<file path="src/rtl/solo_squash_input_cond.sv">
// Receive-side conditioner for solo_squash: synchronises and debounces the raw
// active-low pads and produces a glitch-free design_reset gated by gpio_ready.
module solo_squash_input_cond #(
  parameter int SYNC_STAGES = 2,
  parameter int DB_CYCLES   = 50000,
  parameter int HOLD_CYCLES = 16
) (
  input  logic       wb_clk_i,
  input  logic       reset_n,
  input  logic       gpio_ready,
  input  logic [4:0] pads_n,
  output logic [3:0] keys_n,
  output logic [3:0] key_press,
  output logic       design_reset,
  output logic       armed
);

  localparam int CW = (DB_CYCLES > 1) ? $clog2(DB_CYCLES) : 1;
  localparam int HW = (HOLD_CYCLES > 1) ? $clog2(HOLD_CYCLES) : 1;
  localparam logic [CW-1:0] DB_MAX   = CW'(DB_CYCLES - 1);
  localparam logic [HW-1:0] HOLD_MAX = HW'(HOLD_CYCLES - 1);

  typedef enum logic [1:0] {S_WAIT, S_RESET, S_HOLD, S_RUN} state_t;

  state_t          state, next_state;
  logic [HW-1:0]   hold_cnt;
  logic [4:0]      pad_sync [SYNC_STAGES];
  logic [SYNC_STAGES-1:0] ready_sync;
  logic [4:0]      pads_s;
  logic            ready_s;
  logic [4:0]      db, db_next;
  logic [CW-1:0]   cnt      [5];
  logic [CW-1:0]   cnt_next [5];
  logic            ext_db;

  always_ff @(posedge wb_clk_i or negedge reset_n) begin
    if (!reset_n) begin
      for (int s = 0; s < SYNC_STAGES; s++) pad_sync[s] <= '1;
      ready_sync <= '0;
    end else begin
      pad_sync[0] <= pads_n;
      for (int s = 1; s < SYNC_STAGES; s++) pad_sync[s] <= pad_sync[s-1];
      ready_sync <= {ready_sync[SYNC_STAGES-2:0], gpio_ready};
    end
  end

  assign pads_s = pad_sync[SYNC_STAGES-1];
  assign ready_s = ready_sync[SYNC_STAGES-1];
  assign ext_db = db[0];
  assign keys_n = db[4:1];

  // Until armed, every channel is pinned released so floating pads are ignored.
  always_comb begin
    db_next = db;
    for (int i = 0; i < 5; i++) cnt_next[i] = cnt[i];
    for (int i = 0; i < 5; i++) begin
      if (state == S_WAIT) begin
        db_next[i]  = 1'b1;
        cnt_next[i] = '0;
      end else if (pads_s[i] == db[i]) begin
        cnt_next[i] = '0;
      end else if (cnt[i] == DB_MAX) begin
        db_next[i]  = pads_s[i];
        cnt_next[i] = '0;
      end else begin
        cnt_next[i] = cnt[i] + CW'(1);
      end
    end
  end

  always_ff @(posedge wb_clk_i or negedge reset_n) begin
    if (!reset_n) begin
      db        <= 5'b11111;
      key_press <= 4'b0000;
      for (int i = 0; i < 5; i++) cnt[i] <= '0;
    end else begin
      db        <= db_next;
      key_press <= db[4:1] & ~db_next[4:1];
      for (int i = 0; i < 5; i++) cnt[i] <= cnt_next[i];
    end
  end

  always_comb begin
    next_state = state;
    case (state)
      S_WAIT:  if (ready_s) next_state = S_RESET;
      S_RESET: if (ext_db) next_state = S_HOLD;
      S_HOLD: begin
        if (!ext_db) next_state = S_RESET;
        else if (hold_cnt == HOLD_MAX) next_state = S_RUN;
      end
      S_RUN:   if (!ext_db) next_state = S_RESET;
      default: next_state = S_WAIT;
    endcase
  end

  // Outputs load the next-state decode so they come straight off flops.
  always_ff @(posedge wb_clk_i or negedge reset_n) begin
    if (!reset_n) begin
      state        <= S_WAIT;
      hold_cnt     <= '0;
      design_reset <= 1'b1;
      armed        <= 1'b0;
    end else begin
      state        <= next_state;
      design_reset <= (next_state != S_RUN);
      armed        <= (next_state != S_WAIT);
      if (state == S_RESET) hold_cnt <= '0;
      else if (state == S_HOLD) hold_cnt <= hold_cnt + HW'(1);
    end
  end

endmodule

</file>
<file path="config.mk">
export PLATFORM = sky130hd
export DESIGN_NAME = solo_squash_input_cond
export DESIGN_NICKNAME = d
export VERILOG_FILES = /design/src/rtl/solo_squash_input_cond.sv
export SDC_FILE = /design/constraint.sdc
export NUM_CORES = 1
export LEC_CHECK = 0
export CAP_MARGIN = 30
export CORE_AREA = 2 2 100 102
export DETAILED_ROUTE_END_ITERATION = 8
export DIE_AREA = 0 0 102 104
export PLACE_DENSITY = 0.73
export SYNTH_ARGS = -nofsm -noshare
export SYNTH_HDL_FRONTEND = slang
export SYNTH_SLANG_ARGS = --single-unit
</file>
<file path="constraint.sdc">
create_clock -name wb_clk_i -period 2 [get_ports wb_clk_i]
set_clock_uncertainty 0.2 [all_clocks]
set_input_delay 0.2 -clock wb_clk_i [delete_from_list [all_inputs] [get_ports wb_clk_i]]
set_output_delay 0.2 -clock wb_clk_i [all_outputs]
set_load 0.02 [all_outputs]
</file>
# Word-level counts from Yosys, hierarchy flattened
# Cells that the tools add are included.
dict set report word_totals {
  latchBits 0
  ram_bits 0
  memories 0
  romBits 0
  output_inout_bits 10
  wordCells 82
  regBits 109
  in_bits 8
}
dict set report op_classes {
  n_shift 0
  n_div 0
  n_reduce_logical 5
  n_mux 38
  bitwise_logic 2
  addsub 6
  order_cmp 0
  eq_ne 16
  multipliers 0
}
# operator count
set ops {}
lappend ops {{$mux W16} 15}
lappend ops {{$add A16 B1 Y16 const B} 5}
lappend ops {{$eq A16 B16 Y1 const B} 5}
lappend ops {{$mux W1} 15}
lappend ops {{$mux W2} 5}
lappend ops {{$mux W4} 2}
lappend ops {{$pmux W2 S4} 1}
lappend ops {{$reduce_bool A2 Y1} 3}
lappend ops {{$eq A1 B1 Y1} 5}
lappend ops {{$add A4 B1 Y4 const B} 1}
lappend ops {{$and A4 B4 Y4} 1}
lappend ops {{$eq A2 B2 Y1 const B} 2}
lappend ops {{$eq A4 B4 Y1 const B} 1}
lappend ops {{$not A4 Y4} 1}
lappend ops {{$eq A2 B1 Y1 const B} 1}
lappend ops {{$logic_not A2 Y1} 1}
lappend ops {{$ne A2 B1 Y1 const B} 1}
lappend ops {{$ne A2 B2 Y1 const B} 1}
lappend ops {{$reduce_and A2 Y1} 1}

# Longest topological paths before layout
dict set report depth {
  depth_word 6
  mapped_depth 9
  ltp_nobuf 6
}

# Worst setup path after synthesis
# OpenSTA, ideal clock, no wires.
dict set report synth_path {
  kind {reg2reg}
  startpoint {register state[1]}
  endpoint {register cnt[52] (netlist bit)}
  path_slack_ns -0.022
  arrival_time_ns 1.690
  required_ns 1.668
  path_stages_with_launch 9
  synth_period_minus_slack_ns 2.022
  setup_time_ns 0.132
  path_buffers 3
  path_cell_list {dfrtp_1 > inv_1 > ha_1 > clkbuf_1 > clkbuf_1 > nor2_1 > nand2_1 > clkbuf_1 > nor2_1}
}
# element line
set synth_lines {}
lappend synth_lines {{start: declaration} 25} ;# state_t state, next_state;
lappend synth_lines {{start signal: assignment} 105} ;# state <= next_state;
lappend synth_lines {{end: declaration} 32} ;# logic [CW-1:0] cnt [5];

# Final worst setup path
dict set report layout_path {
  startpoint {register state[0]}
  endpoint {register armed}
}
dict set report layout_via {
  elab_chain_cells 4
  word_cells_on_any_way 11
  cone_classes {3 x eq/ne; 6 x mux; 2 x reduce/logical}
}
# element line
set layout_rtl {}
lappend layout_rtl {{$mux W2} 90} ;# else if (hold_cnt == HOLD_MAX) next_state = S_RUN;
lappend layout_rtl {{$mux W2} 89} ;# if (!ext_db) next_state = S_RESET;
lappend layout_rtl {{$pmux W2 S4 (*)} 85} ;# case (state)
lappend layout_rtl {{via next_state[0]} 25}
lappend layout_rtl {{$reduce_bool A2 Y1 (*)} 107} ;# armed <= (next_state != S_WAIT);
lappend layout_rtl {{end signal: assignment} 107}
lappend layout_rtl {{end: declaration} 15} ;# output logic armed
# Mark *: on every way through the listed nets, which the timed path passes. The rest lies on a longest branch.
# A chain may end at the register's enable or synchronous reset.

==> impl_metrics.toml <==
[status]
result_of_the_run = "completed"

[synthesis]
synth_sequential_area_ratio_pct = 53.50
yosysWarningCount = 0
syn-instance-count = 497
ys_seq_elements = 109
synth_nets = 515
synth_largest_type_area_fraction_pct = 45.31
yosysUniqueCellTypes = 41
syn_avg_cell_area_um2 = 10.33
post_synth_edffs = 0
post-synth-top-area-cell = "sky130_fd_sc_hd__dfrtp_1"
post_synth_main_area_contributors = "sky130_fd_sc_hd__dfrtp_1 45%, sky130_fd_sc_hd__xnor2_1 11%, sky130_fd_sc_hd__dfstp_2 8.2%"
synth_async_sr_flop_share_pct = 100.0
synth_top_flop_cell = "sky130_fd_sc_hd__dfrtp_1"
post_syn_area_mm2 = 0.005136

[setup_path]
cpPeakStageDelay_ps = 420
crit_end = "armed"
setup.reg_to_reg.worst_slack_ps = 60
worst-endpoint-arrival_ps = 2000
worstSetupStartpointType = "register"
crit_path_max_fanout = 4
critical_path.n_buffers_inverters = 1
critical_path_depth = 5
critical_path.startpoint = "state[0]"
cp_slowest_cell = "sky130_fd_sc_hd__dfrtp_1"
critical-path-top-delay-family = "flip-flops"
crit_path_cell_trace = "inv_1 > ha_4 > mux2_2 > a311o_1 > or2_1"
critPathRequiredTime_ps = 2070
critical_path.reg2reg.startpoint = "state[0]"
kind_of_capture_point_of_the_worst_setup_path = "register"
crit_type = "register to register"
r2r.worst_path.cells = 5
r2r-end = "armed"

[timing]
report.final.hold_viol_count = 0
setup-violations-final = 0
timing.fmax_mhz = 516.5
slew_headroom_pct = 71.94
period_needed_ps = 1936
actual_slew_at_the_worst_max_slew_pin_ps = 420.9
maxSlewViolCount = 0
finalSetupTns_ps = 0
min_period_over_period_pct = 96.81
final_critical_path_setup_slack_ps = 63.84
setup_repair_after_global_routing_missed_its_margin = "no"

[global_routing]
global_route.overflow_total = 0
antenna_found_initial = 0
track_usage_pct = 19.53
grt_first_pass_wirelength_mm = 16.53
pin_count_of_the_biggest_net_entering_global_routing = 42
vias_in_the_first_global_route = 3590

[place]
place_worst_setup_slack_ps = 18.09
dpl.hpwl_mm = 6.587
gp_routability_congestion = 0.8042
post_dp_cell_area_mm2 = 0.005582
portBuffers = 17

[finish]
fillers = 804
number_of_nets_in_the_final_layout = 566
syn_to_final_growth_pct = 15.54
post-route-cell-area_mm2 = 0.005934
layout.cells.most_common_list = "92 x sky130_fd_sc_hd__dfrtp_1, 79 x sky130_fd_sc_hd__nor2_1, 62 x sky130_fd_sc_hd__xnor2_1"
layout_cells_sized_above_1_pct = 14.13
most_common_library_cell_in_the_layout_ignoring_fill_and_taps = "sky130_fd_sc_hd__dfrtp_1"
final_antenna_diode_count = 0

[pwr]
power_uw = 4850
total_leakage_power_uw = 0.002319
power-per-cell-area_mw_per_mm2 = 817.3
worst_ir_drop_vdd_v = 0.0008493

[detailed_routing]
drcViolationCount = 0
antenna_violating_nets_left = 0
vias = 3655
postRouteWirelength_mm = 9.546
drt_iter0_drc = 137
post_drt_via_cell_ratio = 5.336
avgRoutedWirePerCell_um = 13.94
drtPass1Iterations = 4

[clock_tree]
cts.sinks = 109
cts_root_buf = "sky130_fd_sc_hd__clkbuf_8"
insertion_delay_ps = 370
clock_buffers_created_by_tritoncts = 9
clock_tree.htree_level_count = 3
cts_tree = "built"
cts_buffer_depth = 2
worst_setup_hold_path_clk_slew_ps = 90

[floorplan]
io_pins = 18
die_width_um = 102
die_h_um = 104
placeable_core_region_mm2 = 0.009549
initial_core_util_pct = 53.79
fp-row-count = 36
die_area_mm2 = 0.01061

[worst_hold_path]
hp-class = "input pin to register"

[run]
max_cap_violations = 0
-- layout make-up --
type / instances / area, um2 / share of cell area [%]
Multi-Input combinational cell: 351 / 2261 / 38.10
Timing Repair Buffer: 52 / 473.0 / 7.970
Inverter: 25 / 93.84 / 1.581
Clock buffer: 12 / 145.1 / 2.446
Sequential cell: 109 / 2749 / 46.32
Clock inverter: 3 / 46.29 / 0.7801
Tap cell: 133 / 166.4 / 2.804
-- repair_timing --
| action | in CTS | in global routing |
|---|---|---|
| hold endpoints to repair | 98 | 1 |
| hold buffers | 2 | 1 |
| setup buffers | 0 | 11 |
| gates resized for setup | 1 | 11 |
| pin swaps | 0 | 3 |
| endpoints found under the setup margin | 1 | 18 |
-- sequential cells by signal, indices dropped and copies added (netlist names) --
register and flops:
design_reset 1, cnt 80, state 2, pad_sync 5, ready_sync 2, hold_cnt 4, armed 1, key_press 4
db 5, pads_s 5
-- kinds of logic (layout without fill, tap and decap cells) --
family / count (synthesis) / count (layout) / share of synthesized area [%]
buffers and inverters: 37 / 92 / 3.216
XOR/XNOR: 68 / 68 / 11.60
AO/OA/AOI/OAI: 26 / 26 / 3.167
adder cells (fa/ha/maj): 10 / 10 / 2.436
AND/OR/NAND/NOR: 240 / 240 / 24.70
flip-flops: 109 / 109 / 53.50
multiplexers: 7 / 7 / 1.389
-- metrics by stage --
step           utilization (%)  hold WS, ps  instances
3_5_place_dp             58.45       -31.30        656
3_3_place_gp             58.45       -37.60        656
5_1_grt                  62.15        13.15        685
4_1_cts                  60.73        1.351        673
2_1_floorplan                -       -295.6        497
6_report                 62.15        27.10        685
-- power breakdown --
part	switching [uW]	total (uW)	internal (uW)
combinational	589	1020	433
clock	705	1320	612
sequential	141	2510	2370
-- synthesized netlist by cell type (all sizes together) (4+ instances only) --
cell,instances
a21oi,9
xnor2,62
clkbuf,6
xor2,6
o21ai,6
nor4,20
or4,5
or2,4
inv,25
nand4,21
nor2,79
and3,10
nor3,20
dfstp,16
dfrtp,93
buf,6
or3,5
nor4bb,7
ha,10
nand3,25
mux2i,6
nor4b,8
o31ai,6
nand2,29
-- worst min path at each step --
stage               startpoint     endpoint  depth (start not counted)
floorplan              reset_n        armed                          0
global placement       reset_n      cnt[28]                          1
detailed placement     reset_n      cnt[28]                          1
CTS                  pads_n[4]  pad_sync[9]                          1
global route         pads_n[1]  pad_sync[6]                          1
finish               pads_n[1]  pad_sync[6]                          1
-- per-layer routing --
metal	share of wire (%)	wire length [um]	GRT usage, %
met5	0	0	0
met4	1.1	101	5.714
met3	3.3	313	5.981
met2	48	4546	29.56
met1	48	4584	27.27
(Power assumes the default switching activity.)
